### src/rtl/vend_txn_controller.sv
// vend_txn_controller
// Vending transaction sequencer: collects coin credit, requests a dispense,
// and returns change or refunds through the change-dispenser handshake.
// Covers cancel, inactivity timeout and coin rejection. Every output is
// registered. The next-state logic computes the next value of every
// register, and one flop block captures them all.

module vend_txn_controller #(
  parameter int PRICE    = 3,
  parameter int CREDIT_W = 4,
  parameter int TIMEOUT  = 255,
  parameter int TMR_W    = 8
) (
  input  logic                clk,
  input  logic                rstn,
  input  logic [1:0]          coin,
  input  logic                cancel,
  input  logic                disp_ack,
  input  logic                chg_ack,
  output logic                disp_req,
  output logic                chg_req,
  output logic [CREDIT_W-1:0] chg_amt,
  output logic                product,
  output logic                change,
  output logic                coin_rej,
  output logic                busy,
  output logic [CREDIT_W-1:0] credit
);

  localparam logic [1:0] S_IDLE     = 2'd0;
  localparam logic [1:0] S_COLLECT  = 2'd1;
  localparam logic [1:0] S_DISPENSE = 2'd2;
  localparam logic [1:0] S_RETURN   = 2'd3;

  localparam logic [CREDIT_W-1:0] PRICE_C  = CREDIT_W'(PRICE);
  localparam logic [TMR_W-1:0]    TMR_LAST = TMR_W'(TIMEOUT - 1);

  logic [1:0]          state, state_n;
  logic [TMR_W-1:0]    timer, timer_n;
  logic [CREDIT_W-1:0] credit_n, chg_amt_n;
  logic                disp_req_n, chg_req_n;
  logic                product_n, change_n, coin_rej_n, busy_n;

  // The 11 encoding is never worth credit. It is treated as "no coin"
  // everywhere except the reject pulse.
  logic                coin_ok;
  logic [CREDIT_W-1:0] coin_val;
  logic [CREDIT_W-1:0] sum;
  logic [CREDIT_W-1:0] remainder;

  // Decode the coin value, the running sum and the post-sale remainder.
  always_comb begin
    coin_ok   = (coin == 2'b01) || (coin == 2'b10);
    coin_val  = coin_ok ? CREDIT_W'(coin) : '0;
    sum       = credit + coin_val;
    remainder = credit - PRICE_C;
  end

  // Next-state and next-output logic for the transaction sequencer.
  always_comb begin
    state_n    = state;
    timer_n    = timer;
    credit_n   = credit;
    chg_amt_n  = chg_amt;
    disp_req_n = disp_req;
    chg_req_n  = chg_req;
    product_n  = 1'b0;
    change_n   = 1'b0;
    coin_rej_n = (coin == 2'b11);

    case (state)
      S_IDLE: begin
        // cancel has no meaning without credit, so it is ignored here.
        if (coin_ok) begin
          credit_n = coin_val;
          timer_n  = '0;
          if (coin_val >= PRICE_C) begin
            state_n    = S_DISPENSE;
            disp_req_n = 1'b1;
          end else begin
            state_n = S_COLLECT;
          end
        end
      end

      S_COLLECT: begin
        if (cancel) begin
          // cancel beats a coin in the same cycle. The coin bounces and
          // the refund is the credit held before this edge.
          coin_rej_n = (coin != 2'b00);
          state_n    = S_RETURN;
          chg_amt_n  = credit;
          chg_req_n  = 1'b1;
          timer_n    = '0;
        end else if (coin_ok) begin
          credit_n = sum;
          timer_n  = '0;
          if (sum >= PRICE_C) begin
            state_n    = S_DISPENSE;
            disp_req_n = 1'b1;
          end
        end else if (timer == TMR_LAST) begin
          // TIMEOUT idle edges since the last coin: refund automatically.
          state_n   = S_RETURN;
          chg_amt_n = credit;
          chg_req_n = 1'b1;
          timer_n   = '0;
        end else begin
          timer_n = timer + 1'b1;
        end
      end

      S_DISPENSE: begin
        coin_rej_n = (coin != 2'b00);
        if (disp_ack) begin
          disp_req_n = 1'b0;
          product_n  = 1'b1;
          credit_n   = remainder;
          if (remainder != '0) begin
            state_n   = S_RETURN;
            chg_amt_n = remainder;
            chg_req_n = 1'b1;
          end else begin
            state_n = S_IDLE;
          end
        end
      end

      S_RETURN: begin
        coin_rej_n = (coin != 2'b00);
        if (chg_ack) begin
          chg_req_n = 1'b0;
          change_n  = 1'b1;
          credit_n  = '0;
          chg_amt_n = '0;
          state_n   = S_IDLE;
        end
      end

      default: begin
        state_n    = S_IDLE;
        credit_n   = '0;
        chg_amt_n  = '0;
        disp_req_n = 1'b0;
        chg_req_n  = 1'b0;
        timer_n    = '0;
      end
    endcase

    busy_n = (state_n != S_IDLE);
  end

  // Register the state and all outputs. The async reset clears them at once
  // and drops any credit held at that moment.
  always_ff @(posedge clk or negedge rstn) begin
    if (!rstn) begin
      state    <= S_IDLE;
      timer    <= '0;
      credit   <= '0;
      chg_amt  <= '0;
      disp_req <= 1'b0;
      chg_req  <= 1'b0;
      product  <= 1'b0;
      change   <= 1'b0;
      coin_rej <= 1'b0;
      busy     <= 1'b0;
    end else begin
      state    <= state_n;
      timer    <= timer_n;
      credit   <= credit_n;
      chg_amt  <= chg_amt_n;
      disp_req <= disp_req_n;
      chg_req  <= chg_req_n;
      product  <= product_n;
      change   <= change_n;
      coin_rej <= coin_rej_n;
      busy     <= busy_n;
    end
  end

endmodule
### config.mk
export PLATFORM = sky130hd
export DESIGN_NAME = vend_txn_controller
export DESIGN_NICKNAME = d
export VERILOG_FILES = /design/src/rtl/vend_txn_controller.sv
export SDC_FILE = /design/constraint.sdc
export NUM_CORES = 1
export LEC_CHECK = 0
export BUFFER_PORTS_ARGS = -buffer_cell sky130_fd_sc_hd__buf_4
export CORE_ASPECT_RATIO = 0.75
export CORE_MARGIN = 1.5
export CORE_UTILIZATION = 35
export CTS_BUF_LIST = sky130_fd_sc_hd__clkbuf_16
export CTS_CLUSTER_DIAMETER = 30
export DETAILED_ROUTE_END_ITERATION = 8
export PLACE_DENSITY = 0.5
export SLEW_MARGIN = 5
export SYNTH_ARGS = -nofsm -noshare
export SYNTH_HDL_FRONTEND = slang
export SYNTH_SLANG_ARGS = --single-unit
### constraint.sdc
create_clock -name clk -period 5 [get_ports clk]
set_clock_uncertainty 0.1 [all_clocks]
set_input_delay 0.75 -clock clk [delete_from_list [all_inputs] [get_ports clk]]
set_output_delay 0.75 -clock clk [all_outputs]
set_load 0.005 [all_outputs]
# After elaboration in Yosys (flattened, before gate mapping)
# Index checks and enable logic that the tools add are counted.
dict set report totals {
  reg_bits 24
  inputBits 7
}
dict set report classes {
  addsub 3
  order_cmp 2
  eq_ne 17
  muxes 48
  n_reduce_logical 13
}
# operator count
set ops {}
lappend ops {{4-bit two-way mux} 10}
lappend ops {{8-bit two-way mux} 4}
lappend ops {{2-bit two-way mux} 10}
lappend ops {{1-bit two-way mux} 17}
lappend ops {{2-bit inequality test (second input constant)} 8}
lappend ops {{4-bit case mux with 4 select lines} 1}
lappend ops {{8-bit case mux with 2 select lines} 1}
lappend ops {{4-bit case mux with 3 select lines} 1}
lappend ops {{8-bit by 1-bit adder with 8-bit output (second input constant)} 1}
lappend ops {{2-bit equality test (second input constant)} 4}
lappend ops {{8-bit equality test (second input constant)} 1}
lappend ops {{2-bit case mux with 4 select lines} 1}
lappend ops {{7-bit AND reduction} 1}
lappend ops {{3-bit inequality test (second input constant)} 2}
lappend ops {{1-bit case mux with 3 select lines} 2}
lappend ops {{6-bit AND reduction} 1}
lappend ops {{2-bit nonzero test} 3}
lappend ops {{3-bit nonzero test} 2}
lappend ops {{5-bit AND reduction} 1}
lappend ops {{4-bit by 2-bit adder with 4-bit output} 1}
lappend ops {{2-bit by 1-bit equality test with 1-bit output (second input constant)} 2}
lappend ops {{4-bit by 2-bit greater-or-equal comparator with 1-bit output (second input constant)} 1}
lappend ops {{4-bit nonzero test} 1}
lappend ops {{4-bit by 2-bit subtractor with 4-bit output (second input constant)} 1}
lappend ops {{other kinds (6)} 6}

# Logic depth before layout (Yosys ltp)
# Gate-level depths: netlist of the first run.
dict set report logic_depth {
  ltp_word 10
  mapped_depth 9
  mapped_depth_nobuf 9
}

# Least setup slack after synthesis of the first run
# OpenSTA, ideal clock, no wires.
dict set report synth_path {
  path_type {in2reg}
  start {input port coin[1]}
  end {register busy}
  setup_time_ns 0.132
  arrival_time_ns 2.523
  t_required_ns 4.768
  setup_slack_ns 2.245
  path_stages 9
  n_path_buf 0
  path_cell_list {inv_1 ha_1 ha_1 fa_1 nor2b_1 a211o_1 o21ai_2 a21oi_1 or3b_1}
}
dict set report synth_between {
  elab_chain_len 10
}
# item line_no
set synth_lines {}
lappend synth_lines {{start: declaration} 16} ;# input logic [1:0] coin,
lappend synth_lines {{2-bit by 1-bit equality test with 1-bit output / 2-bit equality test (equally long branches)} 53} ;# coin_ok = (coin == 2'b01) || (coin == 2'b10);
lappend synth_lines {{1-bit logical OR} 53}
lappend synth_lines {{2-bit two-way mux} 54} ;# coin_val = coin_ok ? CREDIT_W'(coin) : '0;
lappend synth_lines {{4-bit by 2-bit adder with 4-bit output} 55} ;# sum = credit + coin_val;
lappend synth_lines {{4-bit by 2-bit greater-or-equal comparator with 1-bit output} 98} ;# if (sum >= PRICE_C) begin
lappend synth_lines {{2-bit two-way mux} 98}
lappend synth_lines {{2-bit two-way mux} 95} ;# end else if (coin_ok) begin
lappend synth_lines {{2-bit two-way mux} 87} ;# if (cancel) begin
lappend synth_lines {{2-bit case mux with 4 select lines (*)} 71} ;# case (state)
lappend synth_lines {{named net state_n[1]} 38} ;# logic [1:0] state, state_n;
lappend synth_lines {{2-bit nonzero test (*)} 150} ;# busy_n = (state_n != S_IDLE);
lappend synth_lines {{named net busy_n} 42} ;# logic product_n, change_n, coin_rej_n, busy_n;
lappend synth_lines {{end signal: assignment} 177} ;# busy <= busy_n;
lappend synth_lines {{end: declaration} 26} ;# output logic busy,
# The timed path passes the listed nets; every way through them passes the cells marked *.
# A chain may end at the register's enable or synchronous reset.

# Worst setup path after layout of the first run
# Same ends and word-level chain as after synthesis.

==> flow_summary.ini, run 1 <==
[floorplan]
dieArea_sq_um = 4666
dieWidth_um = 78.38
chipHeight_um = 59.53
start_util_pct = 36.56
io_pins = 21
coreArea_sq_um = 4079
rows = 20

[drt]
drt-initial-drc-count = 44
routed_wirelength_um = 3339
vias_per_cell = 4.978
drc = 0
dr.pass1.iters = 4
drt-wirelength-per-cell_um = 14.39
ant_nets = 0
num_vias = 1155

[clock_network]
cts_sinks = 24
clk_pin_slew_ns = 0.06
clockRootBuffer = clkbuf_16
cts.repair.resized = 0
cts_hold_buf = 0
clock_latency_ns = 0.26
cts_made_buffers = 3
postCtsSetupBuffers = 0
cts_tree = yes
clockBufferDepth = 2
h-tree-depth = 1

[logic_synthesis]
synth_async_sr_flop_share_pct = 100.0
yosysWarningCount = 0
synth_edf_count = 0
ys_top_cells_by_area = dfrtp_1 (40%), ha_1 (7.6%), mux2_2 (4.5%), o21ai_0 (4.0%), a21oi_1 (3.4%)
seq_area_frac_synth_pct = 40.27
synth_top_area_share_pct = 40.27
syn_area_sq_um = 1491
netlist_instances = 159
synth_ff_type = dfrtp_1
synth_seq_cells = 24
synth_cell_types = 41
synth.net_count = 176
synth_top_area_cell = dfrtp_1
syn_avg_cell_area_sq_um = 9.380

[min_path]
min_path_type = in -> async

[place]
place_area_sq_um = 1680
pre_cts_ws_ns = 1.945
dpl.hpwl_um = 2504
port_buffers = 20
placed_cells = 228
globalplace.congestion = 0.7526

[sta]
slew_headroom_pct = 55.58
rsz0062_at_grt = no
setup_slack_ns = 2.210
hold_viol_final = 0
finalSetupTns_ns = 0
post-route-min-period_ns = 2.790
setup_viol = 0
hold_slack_ns = 0.2790
slew_viol_final = 0
worst_pin_slew_ns = 0.6478
fmax_mhz = 358.4
fin_crit_sh_pct = 55.81

[final_layout]
finalNonFillerCells = 232
layout_common_cells = dfrtp_1 (24), buf_4 (20), nand2_1 (13)
final_area_sq_um = 1759
antenna_cells = 0
nets = 195
final_core_util_pct = 43.13
syn_to_final_growth_pct = 17.95
final_common_cell = dfrtp_1
drive_gt1_share_pct = 18.08

[power]
peakVddDrop_mv = 0.2075
intPower_mw = 0.6087
clkPwrFrac_pct = 17.6
switching_share_pct = 39.93
p_switching_mw = 0.4046
power_density_nw_per_um2 = 576.0
power_mw = 1.013
combPwrFrac_pct = 46.4
seqPwrFrac_pct = 36.0
p_leak_nw = 0.8017

[run]
cap_viol_max_count = 0

[grt]
antenna_found_initial = 0
grt_overflow = 0
grt_pass1_wl_um = 5623
grtUsageTotal_pct = 15.86
grt_pass1_vias = 1077
grt_max_degree = 25

[worst_setup_path]
start_kind = primary input
cp-end-kind = register
arrival_ns = 2.83
worstSetupPathType = in -> reg
cp.required_ns = 5.04
cp_max_fo = 4

[status]
status = finished, final reports clean
[registers in the layout (all words and copies together) (netlist names)]
signal / cells
timer: 8
chg_amt: 4
credit: 4
state: 2
busy: 1
change: 1
chg_req: 1
coin_rej: 1
disp_req: 1
product: 1
[layer usage]
metal	vias to the layer above	global-route usage (%)	wire, um
li1	596	-	-
met1	528	24.45	1857
met2	26	21.49	1291
met3	5	4.308	147
met4	0	4.082	42
met5	-	0	0
[cell usage after synthesis (4+ instances only)]
cell type  instances
nand2b_1           4
nor2_1            12
mux2_2             6
dfrtp_1           24
nand2_1           13
nor3_1             5
a21oi_1           10
o21ai_0           12
xnor2_1            5
nand3_1            4
ha_1               9
nor2b_1            5
inv_1             10
mux2i_1            4
[worst paths after layout]
path / startpoint / end / slack, ns / depth (start not counted)
max: coin[1] / busy / 2.21 / 10
min in group clk: chg_amt[1] / chg_amt[1] / 0.41 / 1
max in group asynchronous: rstn / chg_amt[3] / 4.28 / 1
min: rstn / timer[3] / 0.28 / 1
min reg2reg: chg_amt[1] / chg_amt[1] / 0.41 / 1
max reg2reg: credit[0] / busy / 2.53 / 7
[logic make-up (layout without fill, tap and decap cells)]
group	count (synthesis)	in the layout	share of synthesized area [%]
and+or+nand+nor	51	51	17.28
AOI/OAI and AO/OA	41	41	17.70
DFF	24	24	40.27
buffers and inverters	16	34	4.531
adders and majority gates	10	10	8.893
muxes	10	10	7.215
xor gates and xnor gates	7	7	4.111
[power groups by stage]
| stage | Combinational (mW) | Clock (mW) | Sequential [mW] |
|---|---|---|---|
| finish | 0.470 | 0.178 | 0.365 |
| detailed placement | 0.472 | 0 | 0.367 |
| global placement | 0.471 | 0 | 0.364 |
| floorplan | 0.366 | 0 | 0.310 |
| global route | 0.525 | 0.193 | 0.379 |
| CTS | 0.475 | 0.182 | 0.364 |
[worst max-delay path, cell delays in order]
cell and delay [ns]:
buf_4 0.09, inv_1 0.05, ha_1 0.23, ha_1 0.25, fa_1 0.39, nor2b_1 0.15
a211o_1 0.25, o21ai_2 0.17, a21oi_1 0.11, or3b_1 0.38
[cell type report]
cell class	instances	area, sq um
well taps	55	68.82
inverters	10	37.54
multi-input cells	119	823.3
repair buffers	20	150.1
fillers	404	2320
clock buffers	3	75.07
flip-flops and latches	24	600.6
clock inverters	1	3.754
No activity file was read; power rests on OpenSTA's default activity.
==> run 2: changes to the inputs <==
--- a/config.mk
+++ b/config.mk
@@ -12,7 +12,7 @@
 export CTS_BUF_LIST = sky130_fd_sc_hd__clkbuf_16
 export CTS_CLUSTER_DIAMETER = 30
 export DETAILED_ROUTE_END_ITERATION = 8
-export PLACE_DENSITY = 0.5
+export PLACE_DENSITY = 0.52
 export SLEW_MARGIN = 5
 export SYNTH_ARGS = -nofsm -noshare
 export SYNTH_HDL_FRONTEND = slang
==> constraint.sdc (replaced) <==
create_clock -name clk -period 2.35 [get_ports clk]
set_clock_uncertainty 0.1 [all_clocks]
set_input_delay 0.3525 -clock clk [delete_from_list [all_inputs] [get_ports clk]]
set_output_delay 0.3525 -clock clk [all_outputs]
set_load 0.005 [all_outputs]
==> run 2 against run 1 <==
Against the previous run: clock power rose to 2.8 times the previous value; sequential share of layout area down 2.2 points; count of clock-buffer cells in the layout unchanged; register-to-register slack worse by 2.4 ns; combinational power up 140%; worst setup slack worse by 2.1 ns; largest cell class unchanged; highest routed layer unchanged.
==> flow_summary.ini, run 2 (synthesis results as in run 1) <==
[status]
status = finished, final reports clean

[floorplan]
start_util_pct = 36.56
coreArea_sq_um = 4079
dieWidth_um = 78.38
dieArea_sq_um = 4666
chipHeight_um = 59.53
io_pins = 21
rows = 20

[clock_network]
clk_pin_slew_ns = 0.07
clockBufferDepth = 2
h-tree-depth = 1
clock_latency_ns = 0.26
cts_tree = yes
cts_sinks = 24
cts_made_buffers = 3
clockRootBuffer = clkbuf_16
cts.repair.resized = 0

[worst_setup_path]
arrival_ns = 2.28
crit_path_max_incr_delay_ns = 0.38
cp_max_fo = 3
cp.buffers_inverters = 1
cp-end-kind = register
start_kind = primary input
critical_path.slowest_cell = or3b_1
worstSetupPathType = in -> reg
cp.required_ns = 2.39
worst_path_dominant_cell_family = adder cells
path_cells = buf_4 > ha_1 > ha_2 > fa_1 > nor2b_1 > a211o_1 > o21ai_2 > a21oi_1 > or3b_1

[power]
power_density_nw_per_um2 = 1243
p_switching_mw = 0.8690
p_leak_nw = 0.8705
intPower_mw = 1.468
clkPwrFrac_pct = 21.2
seqPwrFrac_pct = 30.8
combPwrFrac_pct = 48.0
switching_share_pct = 37.18
peakVddDrop_mv = 0.4890

[final_layout]
syn_to_final_growth_pct = 26.09
final_area_sq_um = 1881
finalNonFillerCells = 244
final_common_cell = buf_4
largestRegisters = timer x8, chg_amt x4, credit x4
layout_common_cells = buf_4 (31), dfrtp_1 (24), nand2_1 (13)
largest_reg_flops = 8
antenna_cells = 0
drive_gt1_share_pct = 23.81
largest_register = timer
nets = 207

[sta]
fin_crit_sh_pct = 95.27
hold_viol_final = 0
setup_viol = 0
slew_viol_final = 0
worst_pin_slew_ns = 0.4245
post-route-min-period_ns = 2.239
slew_headroom_pct = 71.70
fmax_mhz = 446.7
rsz0062_at_grt = no
hold_slack_ns = 0.1893

[place]
globalplace.congestion = 0.7842
placed_cells = 239
port_buffers = 20
place_area_sq_um = 1765
dpl.hpwl_um = 2521

[drt]
dr.pass1.iters = 4
num_vias = 1252
routed_wirelength_um = 3259
vias_per_cell = 5.131
drt-initial-drc-count = 65
drt-wirelength-per-cell_um = 13.36
ant_nets = 0
drc = 0

[min_path]
min_path_type = in -> reg

[grt]
antenna_found_initial = 0
grt_pass1_wl_um = 5685
grt_max_degree = 25
grtUsageTotal_pct = 16.14
grt_pass1_vias = 1176
grt_overflow = 0

[run]
cap_viol_max_count = 0
==> run 2: final timing paths <==
check | from | to | slack, ns | cells past startpoint
setup / recovery | coin[0] | busy | 0.11 | 9
hold / removal | disp_ack | disp_req | 0.19 | 2
setup reg to reg | credit[0] | busy | 0.12 | 7
hold reg to reg | chg_amt[3] | chg_amt[3] | 0.41 | 1
max in group asynchronous | rstn | chg_req | 1.47 | 2
min in group asynchronous | rstn | timer[0] | 0.43 | 2
==> run 2: per-stage QoR <==
step	total power, mW	setup TNS [ns]	util (%)	setup WS [ns]
5_1_grt	2.540	0	46.10	0.06955
2_1_floorplan	1.440	0	-	0.02337
3_5_place_dp	1.854	-0.1682	43.28	-0.1682
6_report	2.337	0	46.10	0.1112
3_3_place_gp	1.837	-0.1394	43.28	-0.1394
4_1_cts	2.358	0	46.10	0.1169
==> run 2: power by group through the flow <==
stage	clock network [mW]	logic, mW	registers (mW)
detailed placement	0	1.13	0.724
CTS	0.505	1.13	0.719
global route	0.533	1.26	0.748
global placement	0	1.12	0.721
finish	0.496	1.12	0.719
floorplan	0	0.780	0.660
==> run 2: what timing repair did <==
item,CTS,global route
setup buffers,0,0
endpoints found under the hold margin,24,0
hold buffers,1,0
==> run 2: area by class of cell <==
type | instances | area, sq um
Timing Repair Buffer | 32 | 242.7
Multi-Input combinational cell | 119 | 825.8
Sequential cell | 24 | 600.6
Clock inverter | 1 | 30.03
Clock buffer | 3 | 75.07
Fill cell | 400 | 2198
Tap cell | 55 | 68.82
Inverter | 10 | 37.54
==> run 2: routing by layer <==
layer,part of all wire (%),global-route usage [%]
met5,0,0
met4,0.77,3.827
met3,6.8,4.462
met2,43,24.72
met1,50,22.80
==> run 3: changes to the inputs <==
--- a/config.mk
+++ b/config.mk
@@ -7,7 +7,7 @@
 export LEC_CHECK = 0
 export BUFFER_PORTS_ARGS = -buffer_cell sky130_fd_sc_hd__buf_4
 export CORE_ASPECT_RATIO = 0.75
-export CORE_MARGIN = 1.5
+export CORE_MARGIN = 10
 export CORE_UTILIZATION = 35
 export CTS_BUF_LIST = sky130_fd_sc_hd__clkbuf_16
 export CTS_CLUSTER_DIAMETER = 30
==> run 3 against run 2 <==
Against the previous run: worst hold slack improved by 0.020 ns; clock power fell by 0.8%; critical endpoint unchanged; register-to-register slack improved by 0.03 ns; flip-flop and latch count did not move; total power rose by 2.1%; cell area rose by 1.3%; sequential power fell by 4.2%; global-route usage fell by 5.6 points.
==> flow_summary.ini, run 3 (synthesis results as in run 1) <==
[status]
status = finished, final reports clean

[worst_setup_path]
r2r-start = credit[0]
cp-end-kind = register
reg2reg_depth = 7
path_cells = buf_4 > inv_1 > ha_2 > ha_2 > fa_2 > a211o_1 > o21ai_2 > a21oi_2 > or3b_1
regToRegSetupSlack_ns = 0.15
cp_max_fo = 3
cpMostUsedCell = ha_2
cp.required_ns = 2.39
crit_start = coin[1]
critical_path.slowest_cell = fa_2
worstSetupPathType = in -> reg
crit_path_max_incr_delay_ns = 0.44
start_kind = primary input
arrival_ns = 2.29

[min_path]
holdPathStages = 2
min_path_type = in -> reg
worstHoldStart = disp_ack

[final_layout]
antenna_cells = 0
largest_reg_flops = 8
syn_to_final_growth_pct = 27.68
nets = 209
fill_cells = 417
multi_input_area_sq_um = 834.6
largest_register = timer
largestRegisters = timer x8, chg_amt x4, credit x4
layout_common_cells = buf_4 (33), dfrtp_1 (24), nand2_1 (13)
drive_gt1_share_pct = 26.18
final_common_cell = buf_4
finalNonFillerCells = 246
final_area_sq_um = 1904
regArea_sq_um = 600.6

[place]
placed_cells = 240
dpl.hpwl_um = 2790
globalplace.congestion = 0.8007
port_buffers = 20
place_area_sq_um = 1773

[sta]
slew_headroom_pct = 71.47
setup_viol = 0
fin_crit_sh_pct = 95.89
fmax_mhz = 443.8
rsz0062_at_grt = no
hold_viol_final = 0
slew_viol_final = 0
worst_pin_slew_ns = 0.4280
finalSetupTns_ns = 0
post-route-min-period_ns = 2.253

[clock_network]
clockBufferDepth = 2
h-tree-depth = 1
clk_pin_slew_ns = 0.06
clockRootBuffer = clkbuf_16
cts_tree = yes
cts_sinks = 24
clock_latency_ns = 0.26
cts_made_buffers = 3

[run]
cap_viol_max_count = 0

[drt]
drt-initial-drc-count = 152
drt-wirelength-per-cell_um = 14.77
dr.pass1.iters = 4
vias_per_cell = 5.037
drc = 0
ant_nets = 0
routed_wirelength_um = 3633
num_vias = 1239

[power]
peakVddDrop_mv = 0.5713
p_leak_nw = 0.8774
power_density_nw_per_um2 = 1253

[grt]
antenna_found_initial = 0
grt_max_degree = 25
grt_pass1_vias = 1199
grt_overflow = 0
grtUsageTotal_pct = 10.57
grt_pass1_wl_um = 6258

[floorplan]
start_util_pct = 36.56
dieArea_sq_um = 7299
io_pins = 21
dieWidth_um = 95.38
chipHeight_um = 76.53
coreArea_sq_um = 4079
rows = 20
==> run 3: cell count changes in the layout (fill, tap and decap cells not counted) <==
cell | previous run | this run
a21oi_2 | 0 | 1
fa_2 | 0 | 1
ha_2 | 1 | 2
fa_1 | 1 | 0
ha_1 | 8 | 7
buf_4 | 31 | 33
a21oi_1 | 10 | 9
==> run 3: worst paths after layout <==
kind / end
worst max-delay path: busy
worst min-delay path: disp_req
worst max register to register: busy
worst min register to register: chg_amt[3]
max in group asynchronous: chg_amt[1]
min in group asynchronous: timer[1]
==> run 3: area by class of cell <==
| class | instances | share of cell area (%) |
|---|---|---|
| clock buffer | 3 | 3.942 |
| tap | 55 | 3.614 |
| multi-input combinational | 119 | 43.82 |
| timing repair buffer | 34 | 13.53 |
| clock inverter | 1 | 1.577 |
| inverter | 10 | 1.971 |
| sequential | 24 | 31.54 |
==> run 3: what timing repair did <==
item                                    in CTS  in global routing
buffers inserted                             0                  1
hold endpoints to repair                    24                  0
endpoints found under the setup margin       0                  1
resized for setup                            0                  3
hold buffers                                 1                  0
==> run 3: per-stage QoR <==
step	util, %	hold slack, ns	power, mW	setup slack [ns]
4_1_cts	46.29	0.2045	2.388	0.08522
6_report	46.69	0.2094	2.385	0.09655
3_3_place_gp	43.47	0.1730	1.866	-0.1182
5_1_grt	46.69	0.2148	2.605	0.003273
3_5_place_dp	43.47	0.1786	1.882	-0.1475
2_1_floorplan	-	-0.04309	1.440	0.02337
==> run 3: critical path: cells and delay by family <==
family	cells	cell delay, ns
adder cells (fa/ha/maj)	3	0.81
AO/OA/AOI/OAI	3	0.57
AND/OR/NAND/NOR	1	0.37
buffers and inverters	2	0.19
==> run 3: per-layer routing <==
layer | GRT usage (%) | up-vias | wire, um
li1 | - | 625 | -
met1 | 15.52 | 586 | 1926
met2 | 14.56 | 26 | 1469
met3 | 3.543 | 2 | 218
met4 | 1.765 | 0 | 19
met5 | 0 | - | 0
==> run 3: where the power goes <==
part	total (mW)	internal [mW]	switching, mW
clock	0.492	0.339	0.153
sequential	0.689	0.552	0.137
combinational	1.20	0.602	0.603
total	2.39	1.49	0.892
